### config.mk
export PLATFORM = sky130hd
export DESIGN_NAME = halflife_sequencer
export DESIGN_NICKNAME = d
export VERILOG_FILES = /design/src/rtl/halflife_sequencer.sv
export SDC_FILE = /design/constraint.sdc
export NUM_CORES = 1
export LEC_CHECK = 0
export ABC_CLOCK_PERIOD_IN_PS = 2200
export BUFFER_PORTS_ARGS = -buffer_cell sky130_fd_sc_hd__buf_4
export CORE_ASPECT_RATIO = 0.9
export CORE_MARGIN = 10
export CORE_UTILIZATION = 52
export DETAILED_ROUTE_END_ITERATION = 12
export GPL_TIMING_DRIVEN = 0
export PLACE_DENSITY_LB_ADDON = 0.2
export SLEW_MARGIN = 20
export SYNTH_ARGS = -nofsm -noshare
export SYNTH_HDL_FRONTEND = slang
export SYNTH_SLANG_ARGS = --single-unit
### constraint.sdc
create_clock -name clk -period 2.2 [get_ports clk]
set_input_delay 0.11 -clock clk [delete_from_list [all_inputs] [get_ports clk]]
set_output_delay 0.11 -clock clk [all_outputs]
set_load 0.02 [all_outputs]
### src/rtl/halflife_sequencer.sv
// halflife_sequencer
//   Drives an external N-bit up/down load counter through a radioactive
//   half-life decay. On start the counter is loaded with init_val. Each
//   half-life is a WAIT of half_period cycles, then a burst of down pulses
//   that takes the count to floor(count/2). This repeats until the count is 0.
//   The counter output is compared against an internal shadow copy during
//   every WAIT cycle.
//
// Ports
//   clk          rising-edge clock
//   rst          asynchronous active-low reset
//   start        begin a sequence (sampled in IDLE only)
//   abort        return to IDLE from any state; beats start
//   init_val     initial count, latched on an accepted start
//   half_period  WAIT length in cycles, latched on an accepted start (0 -> 1)
//   cnt_val      counter output, fed back for the consistency check
//   cnt_load     counter load strobe
//   cnt_up       counter up strobe (reserved, always 0)
//   cnt_down     counter down strobe
//   cnt_in       counter load data
//   busy         high in every state except IDLE
//   done         one-cycle pulse on normal completion
//   half_count   completed half-lives, saturating
//   err          sticky counter/shadow mismatch, cleared on an accepted start
module halflife_sequencer #(
   parameter int N = 4,
   parameter int P = 8,
   parameter int H = 4
) (
   input  logic         clk,
   input  logic         rst,
   input  logic         start,
   input  logic         abort,
   input  logic [N-1:0] init_val,
   input  logic [P-1:0] half_period,
   input  logic [N-1:0] cnt_val,
   output logic         cnt_load,
   output logic         cnt_up,
   output logic         cnt_down,
   output logic [N-1:0] cnt_in,
   output logic         busy,
   output logic         done,
   output logic [H-1:0] half_count,
   output logic         err
);

   typedef enum logic [2:0] {
      S_IDLE, S_LOAD, S_WAIT, S_DECAY, S_DONE
   } state_t;

   state_t         state_q;
   logic [N-1:0]   shadow_q;   // expected counter value
   logic [N-1:0]   steps_q;    // down pulses left in this burst
   logic [P-1:0]   period_q;
   logic [P-1:0]   timer_q;
   logic [N-1:0]   cnt_in_q;
   logic [H-1:0]   half_count_q;
   logic           err_q;

   logic [N-1:0]   steps_d;
   logic [P-1:0]   period_d;

   // ceil(shadow/2) pulses take the count down to floor(shadow/2).
   assign steps_d  = shadow_q - (shadow_q >> 1);
   assign period_d = (half_period == '0) ? P'(1) : half_period;

   always_ff @(posedge clk or negedge rst) begin
      if (!rst) begin
         state_q      <= S_IDLE;
         shadow_q     <= '0;
         steps_q      <= '0;
         period_q     <= '0;
         timer_q      <= '0;
         cnt_in_q     <= '0;
         half_count_q <= '0;
         err_q        <= 1'b0;
      end else if (abort && state_q != S_IDLE) begin
         // Counter, half_count and err are deliberately left as they are.
         state_q <= S_IDLE;
      end else begin
         case (state_q)
            S_IDLE: begin
               if (start && !abort) begin
                  state_q      <= S_LOAD;
                  shadow_q     <= init_val;
                  cnt_in_q     <= init_val;
                  period_q     <= period_d;
                  half_count_q <= '0;
                  err_q        <= 1'b0;
               end
            end
            S_LOAD: begin
               if (shadow_q == '0) begin
                  state_q <= S_DONE;
               end else begin
                  state_q <= S_WAIT;
                  timer_q <= period_q - P'(1);
               end
            end
            S_WAIT: begin
               if (cnt_val != shadow_q) err_q <= 1'b1;
               if (timer_q == '0) begin
                  steps_q <= steps_d;
                  state_q <= S_DECAY;
               end else begin
                  timer_q <= timer_q - P'(1);
               end
            end
            S_DECAY: begin
               shadow_q <= shadow_q - N'(1);
               steps_q  <= steps_q - N'(1);
               if (steps_q == N'(1)) begin
                  if (half_count_q != '1) half_count_q <= half_count_q + H'(1);
                  if (shadow_q == N'(1)) begin
                     state_q <= S_DONE;
                  end else begin
                     state_q <= S_WAIT;
                     timer_q <= period_q - P'(1);
                  end
               end
            end
            S_DONE:  state_q <= S_IDLE;
            default: state_q <= S_IDLE;
         endcase
      end
   end

   // Strobes decode straight from the state register, so no input reaches
   // an output combinationally, and load/down are mutually exclusive.
   assign cnt_load   = (state_q == S_LOAD);
   assign cnt_down   = (state_q == S_DECAY);
   assign cnt_up     = 1'b0;
   assign busy       = (state_q != S_IDLE);
   assign done       = (state_q == S_DONE);
   assign cnt_in     = cnt_in_q;
   assign half_count = half_count_q;
   assign err        = err_q;

endmodule

==> impl_summary.log, run 1 <==
INFO  metric outcome = complete, but fails checks
INFO  metric failed_checks = negative setup slack
INFO  metric grt_antenna_before_repair = 0
INFO  metric mean_post_synth_cell_area = about 9.5 µm²
INFO  metric drt-wirelength-per-cell = 16.3 µm
INFO  metric rsz_0062_raised_after_global_routing = true
INFO  metric synthCells = around 250
INFO  metric clock_power_share = 0.138
INFO  metric fp.coreArea = about 0.0044 mm²
INFO  metric grt_pass1_vias = 2126
INFO  metric count_of_fill_cells_added_during_filler_insertion = 330
INFO  metric antenna-diode-count = 0
INFO  metric drt_drc_violations_left = 0
INFO  metric clock_tree_from_tritoncts = done
INFO  metric postRouteAntennaNets = 0
INFO  metric grt.met1_usage = 0.209
INFO  metric rr_endpoint = timer_q[4]
INFO  metric worst-endpoint-required = roughly 2.4 ns
INFO  metric later_pin_clock_latency_in_the_skew_report = about 0.29 ns
INFO  metric timing.max_cap.violations = 0
INFO  metric die_area = around 0.0076 mm²
INFO  metric power.leakage = ~1.4 nW
INFO  metric grt_first_pass_wirelength = approximately 10000 µm
INFO  metric groute.layer.met3.usage = 0.0468
INFO  metric synth_enable_flop_cells = 0
INFO  metric internal-power = around 2.4 mW
INFO  metric clock_path_buffers = 2
INFO  metric largest_net_degree_at_the_start_of_global_routing = 37
INFO  metric initialDrtViolationCount = ~230
INFO  metric ys_async_sr_fraction = 1.00
INFO  metric layout_setup_ws = -0.0498 ns
INFO  metric timing.slew.headroom = 0.577
INFO  metric tightestPinTransition = about 0.63 ns
INFO  metric std_cell_rows = 23
INFO  metric h-tree-depth = 2
INFO  metric detail_route.wirelength = about 6000 µm
INFO  metric design.portCount = 34
INFO  metric timing.hold.worst.class = in2reg
INFO  metric cp.arrival = approximately 2.4 ns
INFO  metric grt_util_all_layers = 0.158
INFO  metric drt-vias-per-instance = between 5 and 6
INFO  metric reg2reg_slack = -0.05 ns
INFO  metric ys_dominant_reg_cell = sky130_fd_sc_hd__dfrtp_1
INFO  metric die_w = 90.8 µm
INFO  metric area_delta_synth_final = 29.8%
INFO  metric finalCriticalPeriod = roughly 2.2 ns
INFO  metric combPwrFrac = 0.553
INFO  metric final_layout_size_suffix_gt1_frac = 0.332
INFO  metric final_common_cell = sky130_fd_sc_hd__buf_4
INFO  metric start_util = 0.532
INFO  metric worstSetupPathType = reg2reg
INFO  metric instances_no_fill = roughly 370
INFO  metric worst_hold_path.endpoint = state_q[1]
INFO  metric post-place-cells = ~340
INFO  metric place_hpwl = just over 4000 µm
INFO  metric setup_viol = 2
INFO  metric netlist-cell-type-count = 53
INFO  metric worstHoldPathCells = 2
INFO  metric root_buffer = sky130_fd_sc_hd__clkbuf_8
INFO  metric mostFrequentLayoutCells = sky130_fd_sc_hd__buf_4 (52), sky130_fd_sc_hd__dfrtp_1 (33), sky130_fd_sc_hd__nand2_1 (25), sky130_fd_sc_hd__a21oi_1 (15), sky130_fd_sc_hd__o21ai_0 (15)
INFO  metric syn-num-nets = between 200 and 300
INFO  metric reg2reg_depth = 9
INFO  metric share_of_total_power_consumed_by_net_switching = 0.417
INFO  metric yosysWarningCount = 0
INFO  metric hold_path.startpoint = abort
INFO  metric finalWeightedCongestion = around 0.87
INFO  metric fp.dieH = around 84 µm
INFO  metric cts.sink_count = 36
INFO  metric seq_power_share = 0.309
INFO  metric worst_setup_path_end_kind = register
INFO  metric critical_path.cell_chain = nor3b_4, buf_6, mux2i_2, ha_2, inv_4, a2111oi_4, xor2_1, mux2i_1, o21ai_1
INFO  metric grt-ovfl-total = 0
INFO  metric synth_sequential_area_ratio = 0.384
INFO  metric place.port_buffers = 32
INFO  metric rr_startpoint = state_q[1]
INFO  metric power_per_cell_area = 1380 mW/mm²
INFO  metric setup.worst_path.start_class = register
INFO  metric layout.nets = between 300 and 400
INFO  metric final_max_slew_viol_count = 0
INFO  metric critPathMaxStageDelay = around 0.47 ns
INFO  metric clock_skew = roughly 0.0039 ns
INFO  metric use_met2 = 0.243
INFO  metric ir_worst_vdd = approximately 0.75 mV
INFO  metric period_share = 1.02
INFO  metric cts_buffers = 5
INFO  metric syn_area = about 0.0023 mm²
INFO  metric timing.fmax = 444 MHz
INFO  metric detail_route.first_pass.iterations = 4
INFO  metric setup_tns = -0.0523 ns
INFO  metric path_max_fanout = 7
INFO  metric reported_net_switching_power = between 1.5 and 2 mW
INFO  metric grt.busiest_layer = met2
INFO  metric synth_seq_cells = 36
INFO  metric hold_violations = 0
INFO  metric dr_total_vias = 2095
INFO  metric clk_pin_slew = roughly 0.080 ns
INFO  metric crit_slowest_cell = sky130_fd_sc_hd__dfrtp_1
==> critical path, delay by kind of cell (launching register included) <==
family                     cells  cell delay (ns)
DFF                            1             0.47
buffers and inverters          2             0.24
adders and majority gates      1             0.26
xor gates and xnor gates       1             0.13
AOI/OAI and AO/OA              2             0.30
and+or+nand+nor                1             0.28
muxes                          2             0.46
==> cell families after synthesis <==
| kind of cell | count (synthesis) | synth area share |
|---|---|---|
| AOI/OAI and AO/OA | 56 | 0.166 |
| xor gates and xnor gates | 11 | 0.0411 |
| adders and majority gates | 14 | 0.0780 |
| buffers and inverters | 25 | 0.0475 |
| DFF | 36 | 0.384 |
| muxes | 17 | 0.0801 |
| other | 1 | 0.00160 |
| and+or+nand+nor | 87 | 0.202 |
==> cell type report <==
class                   count  area (µm²)  area share
plain buffers               9        55.1      0.0181
clock buffers               6        72.6      0.0239
multi-input cells         186        1420       0.465
well taps                  62        77.6      0.0255
inverters                  13        51.3      0.0169
flip-flops and latches     36         905       0.297
clock inverters             2        35.0      0.0115
repair buffers             55         430       0.142
==> cell usage after synthesis, types with 3 or more instances <==
master	instances	area, µm²
sky130_fd_sc_hd__ha_1	13	163
sky130_fd_sc_hd__a221o_1	3	30.0
sky130_fd_sc_hd__inv_1	12	45.0
sky130_fd_sc_hd__o21ai_1	3	15.0
sky130_fd_sc_hd__or3b_1	3	26.3
sky130_fd_sc_hd__nor3b_1	3	22.5
sky130_fd_sc_hd__and2_1	3	18.8
sky130_fd_sc_hd__dfrtp_1	36	901
sky130_fd_sc_hd__buf_2	5	25.0
sky130_fd_sc_hd__xor2_1	7	61.3
sky130_fd_sc_hd__mux2_2	13	146
sky130_fd_sc_hd__nand2_1	25	93.8
sky130_fd_sc_hd__a21oi_1	15	75.1
sky130_fd_sc_hd__nand4b_1	3	26.3
sky130_fd_sc_hd__a211o_1	3	26.3
sky130_fd_sc_hd__o211a_1	3	30.0
sky130_fd_sc_hd__nor2_1	14	52.6
sky130_fd_sc_hd__xnor2_1	4	35.0
sky130_fd_sc_hd__nor4_1	4	25.0
sky130_fd_sc_hd__clkbuf_1	5	18.8
sky130_fd_sc_hd__nor3_1	8	40.0
sky130_fd_sc_hd__mux2i_1	3	30.0
sky130_fd_sc_hd__o21ai_0	15	75.1
sky130_fd_sc_hd__or3_1	5	31.3
sky130_fd_sc_hd__nand3_1	8	40.0
==> power by group through the flow <==
stage	sequential, mW	clock, mW	combinational, mW
2_1_floorplan	1.26	0	1.34
3_5_place_dp	1.29	0	1.84
3_3_place_gp	1.27	0	1.80
4_1_cts	1.27	0.593	2.02
6_report	1.30	0.579	2.33
5_1_grt	1.34	0.626	2.57
==> flip-flops by register name (all words and copies together), names as in the netlist <==
register,count
cnt_in,4
state_q,3
shadow_q,4
half_count,4
err,1
period_q,8
steps_q,4
timer_q,8
==> worst max-delay path by stage <==
stage,from,endpoint,cells after the start
floorplan,state_q[2],timer_q[4],9
global placement,state_q[1],timer_q[4],9
detailed placement,state_q[1],timer_q[4],9
CTS,state_q[2],timer_q[4],10
global route,state_q[2],timer_q[4],10
finish,state_q[1],timer_q[4],9
==> per-stage QoR <==
step	total power [mW]	area (µm²)	util	worst slack, ns	hold slack, ns
global route	4.54	3040	0.691	-0.156	0.0443
detailed placement	3.12	2660	0.605	-0.398	0.0987
global placement	3.07	2660	0.605	-0.349	0.102
CTS	3.88	2880	0.655	0.00296	0.0359
floorplan	2.59	2340	-	0.0165	-0.186
finish	4.20	3040	0.691	-0.0498	0.0461
==> per-layer routing <==
metal	wire, µm	vias to the layer above
met3	513	5
met2	2710	77
met5	0	-
met1	2750	1006
met4	40	0
li1	-	1007
==> timing repair <==
action	in CTS	in global routing
setup buffers	11	11
pin swaps	3	11
cloned	0	0
endpoints found under the hold margin	36	0
hold buffers	1	0
gates resized for setup	8	28
setup endpoints to repair	10	11
Note: power is estimated with default switching activity, not from simulation.
==> inputs of run 2 (changes only) <==
- CORE_UTILIZATION: 52 -> 53
- CTS_BUF_LIST: default -> sky130_fd_sc_hd__clkbuf_8
- SKIP_CTS_REPAIR_TIMING: default -> 1
==> run 2 against run 1 <==
Effect of this change: the run still ends with negative setup slack left; routed wire length is 0.70% higher; clock-buffer cell count is the same; flip-flop and latch count unchanged; worst setup slack improved by 0.048 ns; utilization rose by 3.7 points; sequential share of layout area is essentially flat; sequential power about the same; maximum frequency up 2.2%; critical path depth shrank 4; largest cell class unchanged.
==> impl_summary.log, run 2 (synthesized netlist as in run 1, its figures left out) <==
INFO  metric period_share = 1.00
INFO  metric reg2reg_depth = 5
INFO  metric finalWeightedCongestion = roughly 0.90
INFO  metric instances_no_fill = about 370
INFO  metric largest_net_degree_at_the_start_of_global_routing = 37
INFO  metric critical_path.cell_chain = or4_4, o31a_1, buf_4, or4_1, a21oi_1
INFO  metric layout.nets = 338
INFO  metric grt_util_all_layers = 0.145
INFO  metric grt_first_pass_wirelength = between 9000 and 10000 µm
INFO  metric setup.worst_path.start_class = register
INFO  metric timing.slew.headroom = 0.602
INFO  metric postRouteAntennaNets = 0
INFO  metric worst-endpoint-required = ~2.4 ns
INFO  metric place.port_buffers = 32
INFO  metric start_util = 0.560
INFO  metric path_max_fanout = 4
INFO  metric failed_checks = negative setup slack
INFO  metric worst_hold_path.endpoint = state_q[1]
INFO  metric final_layout_size_suffix_gt1_frac = 0.328
INFO  metric place_hpwl = between 4000 and 5000 µm
INFO  metric tightestPinTransition = approximately 0.59 ns
INFO  metric later_pin_clock_latency_in_the_skew_report = 0.29 ns
INFO  metric worstSetupPathType = reg2reg
INFO  metric power_per_cell_area = about 1300 mW/mm²
INFO  metric fp.coreArea = roughly 0.0042 mm²
INFO  metric clk_pin_slew = approximately 0.080 ns
INFO  metric hold_path.startpoint = abort
INFO  metric die_w = 90.1 µm
INFO  metric antenna-diode-count = 0
INFO  metric timing.fmax = 454 MHz
INFO  metric clock_tree_from_tritoncts = done
INFO  metric leading_registers_by_flop_count = period_q x8, timer_q x8
INFO  metric std_cell_rows = 22
INFO  metric rr_endpoint = state_q[0]
INFO  metric drt_drc_violations_left = 0
INFO  metric detail_route.first_pass.iterations = 4
INFO  metric crit_slowest_cell = sky130_fd_sc_hd__or4_4
INFO  metric reg2reg_slack = -0.002 ns
INFO  metric finalCriticalPeriod = 2.20 ns
INFO  metric power.leakage = approximately 1.4 nW
INFO  metric cp.arrival = ~2.4 ns
INFO  metric clock_path_buffers = 2
INFO  metric drt-vias-per-instance = 5.75
INFO  metric initialDrtViolationCount = between 200 and 250
INFO  metric mostFrequentLayoutCells = sky130_fd_sc_hd__buf_4 (51), sky130_fd_sc_hd__dfrtp_1 (33), sky130_fd_sc_hd__nand2_1 (24), sky130_fd_sc_hd__o21ai_0 (15), sky130_fd_sc_hd__nor2_1 (14)
INFO  metric layout_setup_ws = -0.00187 ns
INFO  metric final_common_cell = sky130_fd_sc_hd__buf_4
INFO  metric hold_violations = 0
INFO  metric rr_startpoint = timer_q[1]
INFO  metric design.portCount = 34
INFO  metric critPathMaxStageDelay = around 0.57 ns
INFO  metric dr_total_vias = around 2100
INFO  metric post-place-cells = around 340
INFO  metric rsz_0062_raised_after_global_routing = true
INFO  metric drt-wirelength-per-cell = between 15 and 20 µm
INFO  metric worst_setup_path_end_kind = register
INFO  metric die_area = between 0.007 and 0.008 mm²
INFO  metric clock_skew = 0.00529 ns
INFO  metric timing.hold.worst.class = in2reg
INFO  metric grt_antenna_before_repair = 0
INFO  metric grt_pass1_vias = roughly 2000
INFO  metric final_max_slew_viol_count = 0
INFO  metric final_util = 0.728
INFO  metric cts_buffers = 5
INFO  metric root_buffer = sky130_fd_sc_hd__clkbuf_8
INFO  metric detail_route.wirelength = 6060 µm
INFO  metric setup_viol = 1
INFO  metric timing.hold.ws = around 0.044 ns
INFO  metric ir_worst_vdd = between 0.8 and 0.9 mV
INFO  metric setup_tns = -0.00187 ns
INFO  metric design_power_total = 4.07 mW
INFO  metric grt-ovfl-total = 0
INFO  metric outcome = complete, but fails checks
INFO  metric cts.sink_count = 36
INFO  metric area_delta_synth_final = 29.9%
INFO  metric timing.max_cap.violations = 0
INFO  metric fp.dieH = roughly 83 µm
INFO  metric h-tree-depth = 2
INFO  metric worstHoldPathCells = 2
[run 2: changes by cell type in the layout (fill, tap and decap cells not counted), moves of 2 or more]
cell	before	now
sky130_fd_sc_hd__a21oi_1	15	13
sky130_fd_sc_hd__a21oi_2	0	2
sky130_fd_sc_hd__buf_2	3	0
sky130_fd_sc_hd__inv_1	10	12
[run 2: critical path, delay by kind of cell (launching register included)]
family          cells  cell delay (ns)
compound gates      2             0.48
buf+inv             1             0.18
flops               1             0.42
simple gates        2             1.05
[run 2: stage by stage]
step	worst slack [ns]	area [µm²]
after floorplan	0.0165	2340
after global placement	-0.346	2660
after detailed placement	-0.385	2660
after CTS	-0.387	2750
after global routing	-0.145	3040
final	-0.00187	3040
[run 2: routing by layer]
metal | share of wire | global-route usage | vias up
li1 | - | - | 1009
met1 | 0.48 | 0.207 | 1000
met2 | 0.45 | 0.205 | 83
met3 | 0.060 | 0.0396 | 6
met4 | 0.0099 | 0.0431 | 0
met5 | 0 | 0 | -
[run 2: how the worst max path moves through the flow]
stage / from / to / slack (ns) / depth (start not counted)
5_1_grt: state_q[0] / timer_q[4] / -0.15 / 9
6_report: timer_q[1] / state_q[0] / -0.002 / 5
3_5_place_dp: state_q[1] / timer_q[4] / -0.38 / 9
2_1_floorplan: state_q[2] / timer_q[4] / 0.02 / 9
3_3_place_gp: state_q[1] / timer_q[4] / -0.35 / 9
4_1_cts: state_q[1] / timer_q[4] / -0.39 / 9
[run 2: cell type report]
cell class              count  area, µm²
flip-flops and latches     36        905
multi-input cells         187       1450
clock buffers               6       82.6
well taps                  60       75.1
fillers                   325       1140
clock inverters             2       11.3
inverters                  13       51.3
plain buffers              11       85.1
repair buffers             50        382
[run 2: power breakdown]
part | internal (mW) | switching, mW | total (mW)
combinational | 1.12 | 1.17 | 2.29
sequential | 0.955 | 0.333 | 1.29
clock | 0.250 | 0.246 | 0.496
